==> src/rtl/mips_pkg.sv <==
// mips_pkg: shared MIPS front-end definitions.
//   - primary opcode constants decoded by control_unit
//   - canonical nop encoding
//   - instruction fetch FSM state encoding
package mips_pkg;

  localparam logic [5:0] OP_RTYPE = 6'd0;
  localparam logic [5:0] OP_J     = 6'd2;
  localparam logic [5:0] OP_BEQ   = 6'd4;
  localparam logic [5:0] OP_ADDI  = 6'd8;
  localparam logic [5:0] OP_LW    = 6'd35;
  localparam logic [5:0] OP_SW    = 6'd43;

  localparam logic [31:0] NOP = 32'h0000_0000;

  typedef logic [1:0] fetch_state_t;

  localparam fetch_state_t IDLE  = 2'd0;
  localparam fetch_state_t REQ   = 2'd1;
  localparam fetch_state_t SKID  = 2'd2;
  localparam fetch_state_t DRAIN = 2'd3;

endpackage

==> src/rtl/fetch_skid_buf.sv <==
// fetch_skid_buf: one-entry holding register for a fetched instruction and its PC+4.
// Ports:
//   clk, rst          clock, asynchronous active-high reset
//   load              capture in_instr/in_pc_plus4
//   unload            entry moved downstream; clear it
//   flush             discard the entry (wins over load)
//   in_instr/in_pc_plus4    data to capture
//   out_instr/out_pc_plus4  held entry (zero when empty)
// Occupancy is tracked by the fetch FSM (SKID state), so no full flag lives here.
module fetch_skid_buf #(
  parameter int unsigned ADDR_W = 32
) (
  input  logic              clk,
  input  logic              rst,
  input  logic              load,
  input  logic              unload,
  input  logic              flush,
  input  logic [31:0]       in_instr,
  input  logic [ADDR_W-1:0] in_pc_plus4,
  output logic [31:0]       out_instr,
  output logic [ADDR_W-1:0] out_pc_plus4
);

  logic [31:0]       instr_q;
  logic [ADDR_W-1:0] pc_plus4_q;

  always_ff @(posedge clk or posedge rst) begin
    if (rst) begin
      instr_q    <= '0;
      pc_plus4_q <= '0;
    end else if (flush) begin
      instr_q    <= '0;
      pc_plus4_q <= '0;
    end else if (load) begin
      instr_q    <= in_instr;
      pc_plus4_q <= in_pc_plus4;
    end else if (unload) begin
      instr_q    <= '0;
      pc_plus4_q <= '0;
    end
  end

  assign out_instr    = instr_q;
  assign out_pc_plus4 = pc_plus4_q;

endmodule

==> src/rtl/instr_fetch.sv <==
// instr_fetch: instruction fetch stage feeding control_unit.
// Owns the PC, runs a single-outstanding-request imem handshake and holds the IF/ID register.
// Ports:
//   clk, rst                  clock, asynchronous active-high reset
//   redirect_en, redirect_pc  branch/jump redirect pulse and target (bits [1:0] ignored)
//   stall                     decode cannot consume if_instr this cycle
//   imem_req, imem_addr       fetch request/address (held until imem_ack)
//   imem_ack, imem_rdata      memory response
//   if_instr, if_pc_plus4     IF/ID register contents
//   if_valid                  IF/ID register holds a live instruction
//   opcode, funct             if_instr[31:26] / if_instr[5:0] to control_unit
module instr_fetch
  import mips_pkg::*;
#(
  parameter int unsigned       ADDR_W   = 32,
  parameter logic [ADDR_W-1:0] PC_RESET = '0
) (
  input  logic              clk,
  input  logic              rst,
  input  logic              redirect_en,
  input  logic [ADDR_W-1:0] redirect_pc,
  input  logic              stall,
  output logic              imem_req,
  output logic [ADDR_W-1:0] imem_addr,
  input  logic              imem_ack,
  input  logic [31:0]       imem_rdata,
  output logic [31:0]       if_instr,
  output logic [ADDR_W-1:0] if_pc_plus4,
  output logic              if_valid,
  output logic [5:0]        opcode,
  output logic [5:0]        funct
);

  fetch_state_t      state_q, state_d;
  logic [ADDR_W-1:0] pc_q, pc_d;
  logic [ADDR_W-1:0] drain_addr_q, drain_addr_d;
  logic [31:0]       instr_q, instr_d;
  logic [ADDR_W-1:0] pc_plus4_q, pc_plus4_d;
  logic              valid_q, valid_d;

  logic              skid_load, skid_unload, skid_flush;
  logic [31:0]       skid_instr;
  logic [ADDR_W-1:0] skid_pc_plus4;

  logic              slot_free;
  logic [ADDR_W-1:0] pc_next;
  logic [ADDR_W-1:0] redirect_tgt;
  logic [1:0]        unused_redirect_lsb;

  assign slot_free           = !valid_q || !stall;
  assign pc_next             = pc_q + ADDR_W'(4);
  assign redirect_tgt        = {redirect_pc[ADDR_W-1:2], 2'b00};
  assign unused_redirect_lsb = redirect_pc[1:0];

  always_comb begin
    state_d      = state_q;
    pc_d         = pc_q;
    drain_addr_d = drain_addr_q;
    instr_d      = instr_q;
    pc_plus4_d   = pc_plus4_q;
    // A consumed instruction leaves the register empty unless refilled below.
    valid_d      = valid_q && stall;
    skid_load    = 1'b0;
    skid_unload  = 1'b0;
    skid_flush   = 1'b0;

    if (redirect_en) begin
      pc_d       = redirect_tgt;
      valid_d    = 1'b0;
      skid_flush = 1'b1;
      case (state_q)
        REQ: begin
          if (!imem_ack) begin
            // Old address must stay on the bus until its ack arrives.
            state_d      = DRAIN;
            drain_addr_d = pc_q;
          end
        end
        // An ack here retires the wrong-path request, so nothing is left to drain.
        DRAIN:   state_d = imem_ack ? REQ : DRAIN;
        default: state_d = REQ;
      endcase
    end else begin
      case (state_q)
        IDLE: begin
          if (slot_free) state_d = REQ;
        end
        REQ: begin
          if (imem_ack) begin
            pc_d = pc_next;
            if (slot_free) begin
              instr_d    = imem_rdata;
              pc_plus4_d = pc_next;
              valid_d    = 1'b1;
            end else begin
              skid_load = 1'b1;
              state_d   = SKID;
            end
          end
        end
        SKID: begin
          if (!stall) begin
            instr_d     = skid_instr;
            pc_plus4_d  = skid_pc_plus4;
            valid_d     = 1'b1;
            skid_unload = 1'b1;
            state_d     = REQ;
          end
        end
        DRAIN: begin
          if (imem_ack) state_d = REQ;
        end
        default: state_d = IDLE;
      endcase
    end
  end

  always_ff @(posedge clk or posedge rst) begin
    if (rst) begin
      state_q      <= IDLE;
      pc_q         <= PC_RESET;
      drain_addr_q <= PC_RESET;
      instr_q      <= NOP;
      pc_plus4_q   <= '0;
      valid_q      <= 1'b0;
    end else begin
      state_q      <= state_d;
      pc_q         <= pc_d;
      drain_addr_q <= drain_addr_d;
      instr_q      <= instr_d;
      pc_plus4_q   <= pc_plus4_d;
      valid_q      <= valid_d;
    end
  end

  fetch_skid_buf #(
    .ADDR_W (ADDR_W)
  ) u_skid (
    .clk          (clk),
    .rst          (rst),
    .load         (skid_load),
    .unload       (skid_unload),
    .flush        (skid_flush),
    .in_instr     (imem_rdata),
    .in_pc_plus4  (pc_next),
    .out_instr    (skid_instr),
    .out_pc_plus4 (skid_pc_plus4)
  );

  assign imem_req    = (state_q == REQ) || (state_q == DRAIN);
  assign imem_addr   = (state_q == DRAIN) ? drain_addr_q : pc_q;
  assign if_instr    = instr_q;
  assign if_pc_plus4 = pc_plus4_q;
  assign if_valid    = valid_q;
  assign opcode      = instr_q[31:26];
  assign funct       = instr_q[5:0];

endmodule

==> config.mk <==
export PLATFORM = sky130hd
export DESIGN_NAME = instr_fetch
export DESIGN_NICKNAME = d
export VERILOG_FILES = /design/src/rtl/mips_pkg.sv /design/src/rtl/fetch_skid_buf.sv /design/src/rtl/instr_fetch.sv
export SDC_FILE = /design/constraint.sdc
export NUM_CORES = 1
export LEC_CHECK = 0
export CAP_MARGIN = 20
export CORE_UTILIZATION = 57
export CTS_CLUSTER_SIZE = 40
export DETAILED_ROUTE_END_ITERATION = 6
export PLACE_DENSITY = 0.95
export SYNTH_ARGS = -nofsm -noshare
export SYNTH_HDL_FRONTEND = slang
export SYNTH_SLANG_ARGS = --single-unit
export TNS_END_PERCENT = 100
==> constraint.sdc <==
create_clock -name clk -period 17.6 [get_ports clk]
set_clock_uncertainty 0.2 [all_clocks]
set_input_delay 2.64 -clock clk [delete_from_list [all_inputs] [get_ports clk]]
set_output_delay 2.64 -clock clk [all_outputs]
set_load 0.02 [all_outputs]
### After elaboration in Yosys (flattened, before gate mapping)

Cells that the tools add are included.

* memory bits (read-only): 0
* flip-flop bits (word level): 195
* logic and storage cells: 77
* bits in latches: 0
* memories: 0
* output and inout port bits: 110
* RAM bits: 0
* input bits: 69

* div/mod/pow operators: 0
* muxes and demuxes: 40
* reduce and logical (&&, ||, !) cells: 14
* order comparisons: 0
* multipliers: 0
* bitwise logic cells: 2
* eq/ne operators: 12
* add/subtract/negate cells: 1
* shifts and indexed selects: 0

Operators by type and width (number)
* 2-to-1 mux 32 bit: 15
* one-hot mux 32 bit (2 select lines): 2
* adder 32 x 3 -> 32 bit (second input constant): 1
* != test 3 bit (second input constant): 6
* 2-to-1 mux 2 bit: 8
* 2-to-1 mux 1 bit: 12
* one-hot mux 2 bit (4 select lines): 1
* != test 2 bit (second input constant): 3
* AND reduction 6 bit: 1
* nonzero test 2 bit: 3
* AND reduction 5 bit: 1
* == test 2 bit (second input constant): 2
* one-hot mux 2 bit (2 select lines): 1
* AND reduction 3 bit: 1
* nonzero test 3 bit: 1
* == test 2 x 1 -> 1 bit (second input constant): 1
* logical NOT 1 bit: 2
* logical NOT 2 bit: 1
* logical OR 1 bit: 2
* inverter 1 bit: 2
* one-hot mux 1 bit (2 select lines): 1
* AND reduction 2 bit: 1
* logical AND 1 bit: 1

### Logic depth before layout (Yosys ltp)

* word-level depth: 8
* mapped depth: 10
* gate-level depth less buffers: 7

### Modules after synthesis

A second synthesis with hierarchy kept.

* cell total of the unflattened synthesis: 917
* area total of the unflattened synthesis: 9624.2 um^2

By module, submodules not included
* instr_fetch: area each 7215.7 um^2, cells an instance 763, instances 1
* fetch_skid_buf: area each 2408.6 um^2, cells an instance 154, instances 1

### Least setup slack after synthesis

OpenSTA, ideal clock, no wires.

* kind: register to output
* start: register state_q[0]
* end: output port imem_addr[10]
* path slack: 13243 ps
* buffers on the path: 2
* data required time: 14760 ps
* stages on the path, launching flop included: 5
* arrival time: 1517 ps
* cell sequence: dfrtp_1 ha_1 clkbuf_1 buf_1 mux2_2

* cells in the longest elaborated chain, start to end: 2

Ends and longest elaborated chain
* start, declared: RTL line instr_fetch.sv:34 `fetch_state_t state_q, state_d;`
* start signal, assigned: RTL line instr_fetch.sv:127 `state_q <= state_d;`
* == test 2 bit: RTL line instr_fetch.sv:151 `assign imem_addr = (state_q == DRAIN) ? drain_addr_q : pc_q;`
* 2-to-1 mux 32 bit: RTL line instr_fetch.sv:151
* end, declared: RTL line instr_fetch.sv:24 `output logic [ADDR_W-1:0] imem_addr,`

No other way between the ends.

### Final worst setup path

* start: register state_q[1]
* end: output port imem_addr[2]

Same word-level chain as after synthesis.

==> reports/metrics.csv <==
metric;value;unit
status;finished clean;
Root Driver;clkbuf_16;
First DRT Iteration DRCs;603;
Routability Congestion;0.901;
GRT busiest layer;met2;
die area;17100;um^2
warnings from Yosys;0;
Setup Crit Path Kind;reg2out;
CTS Buf Count;17;
HPWL after DPL;15.5;mm
overall die width;131;um
CP Data Arrival Time;2390;ps
met3 usage;0.0643;
first-pass GRT wire length;39.4;mm
Die Y;131;um
# rows;46;
Synth area leader;dfrtp_1;
Fill cells;1064;
worst vdd ir;0.106;mV
final hold slack;275;ps
Layout Nets;1079;
H-tree Lvls;4;
clock transition at the registers of the reported paths;70;ps
CTS tree;done;
# IOs;179;
post-route ant nets;0;
largest net degree at the start of global routing;111;
hold buffer count at cts;0;
pwr/cell area;154;nW/um^2
synth unique cells;50;
Core Box Area;16000;um^2
min Tclk post-route;5230;ps
maxcap violations;0;
setup violators final;0;
Synth-to-Final Area Change;23.5;%
sequential fraction of the synthesis area;0.501;
Hold Vio Cnt, Final;0;
syn_area_per_cell;10.5;um^2
Worst Tran Pin Value;1070;ps
clk_lat worst skew;440;ps
Post-route DRC;0;
layout cells sized above 1;0.120;
FF-to-FF path depth;8;
top cell type's share of synthesized area;0.501;
Tcrit/Tclk final;0.297;
routed vias/inst;6.11;
# Post-CTS Setup Buffers;0;
Hold Crit Depth;2;
initial core utilization;0.590;
global route total overflow;0;
count of clock tree sinks;189;
Synth area leaders;dfrtp_1 50%, mux2_2 7.0%, o21ai_0 5.3%;
post-layout util;0.728;
met2 Track Usage GR;0.465;
Multi-input gate area;4210;um^2
# diodes;0;
synthesized flop and latch total;189;
commonest non-fill, non-tap cell in the layout;dfrtp_1;
Total Routing Usage GR;0.301;
Worst slew margin;0.287;
setup tns final;0;ps
Worst Path Max Fanout;35;
required time worst endpoint;14760;ps
Routed wire per std cell;19.7;um
worst setup margin;12370;ps
drt first pass iters;6;
post-cts resize count;0;
Final Total Pwr;1800;uW
met1 Use GR;0.408;
Cells after Synth;898;
Syn Std Cell Area;9440;um^2
Achievable Freq;191;MHz
most frequent cells in the layout;189 x dfrtp_1, 173 x clkdlybuf4s50_1, 125 x nand2_1;
worst min-delay path category;reg2reg;
Async SR Flop Fraction;1.00;
reg2reg setup slack;13880;ps
Startpoint Class;flop;
ys flop type;dfrtp_1;
vias in the first global route;7474;
Clock Path Buffers;2;
unrepaired setup endpoints after global routing;false;
crit end category;output pin;
pre-CTS setup slack;12210;ps
initial antenna violation count;0;
via count;7538;
P_leak;0.00492;uW
sequential cell area;4730;um^2
Max Slew Vio Count;0;
Routed WL;24.4;mm
I/O Buffers;174;
number of synthesized flops with an enable pin;0;
==> state kept, by name, summed over array words and instances, names as in the netlist <==
name / flops
u_skid.out_instr: 32
if_pc_plus4: 31
pc_q: 30
u_skid.out_pc_plus4: 31
drain_addr_q: 30
if_instr: 32
if_valid: 1
state_q: 2
==> through the flow <==
step,instance area [um^2],instances
2_1_floorplan,9440,899
3_3_place_gp,11000,1202
3_5_place_dp,11000,1202
4_1_cts,11700,1234
5_1_grt,11700,1234
6_report,11700,1234
==> per-layer routing <==
metal  vias to the layer above  part of all wire
li1                       3378                 -
met1                      3698              0.42
met2                       382              0.47
met3                        80             0.077
met4                         0             0.031
met5                         -                 0
==> Yosys cell counts (2+ instances only) <==
cell / n
clkbuf_1: 43
buf_2: 19
or2_1: 5
nor2b_1: 3
nor2_1: 17
a22o_1: 51
and2_1: 3
mux2i_1: 39
nor4_2: 2
nand4_4: 4
nand4_1: 17
nor4_1: 11
o21ai_0: 99
buf_6: 2
nor4_4: 3
a21oi_1: 12
inv_1: 7
o21a_1: 2
or2_2: 2
dfrtp_1: 189
xor2_1: 19
nand2b_1: 7
o31ai_1: 6
nor3b_1: 2
o21ai_1: 3
and4_1: 3
and3_1: 15
and4_4: 2
o31a_1: 4
buf_4: 25
nand2_1: 125
buf_1: 6
nor3_1: 15
ha_1: 5
xnor2_1: 30
nand3_1: 23
mux2_2: 59
a221o_1: 7
==> area by class of cell <==
class | instances | share of cell area
flip-flops and latches | 189 | 0.406
multi-input cells | 607 | 0.361
repair buffers | 183 | 0.155
clock buffers | 18 | 0.0377
well taps | 216 | 0.0232
clock inverters | 14 | 0.0145
inverters | 7 | 0.00268
==> critical path: stages, from the launching register on <==
cell	delay [ps]
dfrtp_1	420
ha_1	170
buf_4	380
mux2_2	400
clkdlybuf4s50_1	560
==> cells by family (layout without fill, tap and decap cells) <==
| group | after synthesis | in the layout | synth area share |
|---|---|---|---|
| simple gates | 266 | 266 | 0.151 |
| flops | 189 | 189 | 0.501 |
| compound gates | 187 | 187 | 0.128 |
| buf+inv | 103 | 222 | 0.0552 |
| mux | 98 | 98 | 0.112 |
| xor+xnor | 49 | 49 | 0.0455 |
| fa+ha+maj | 5 | 5 | 0.00663 |
| other cells | 1 | 2 | 0.000397 |
==> final timing paths <==
check | startpoint | end
max | state_q[1] | imem_addr[2]
min | u_skid.out_pc_plus4[27] | u_skid.out_pc_plus4[27]
max reg2reg | state_q[0] | if_pc_plus4[10]
min reg2reg | u_skid.out_pc_plus4[27] | u_skid.out_pc_plus4[27]
max in group asynchronous | rst | drain_addr_q[21]
min in group asynchronous | rst | if_instr[1]
==> power by group <==
part | switching [uW] | total [uW] | internal, uW
Clock | 182 | 401 | 219
Sequential | 84.0 | 631 | 547
Combinational | 415 | 768 | 352
Total | 681 | 1800 | 1120
Note: power is estimated with default switching activity, not from simulation.
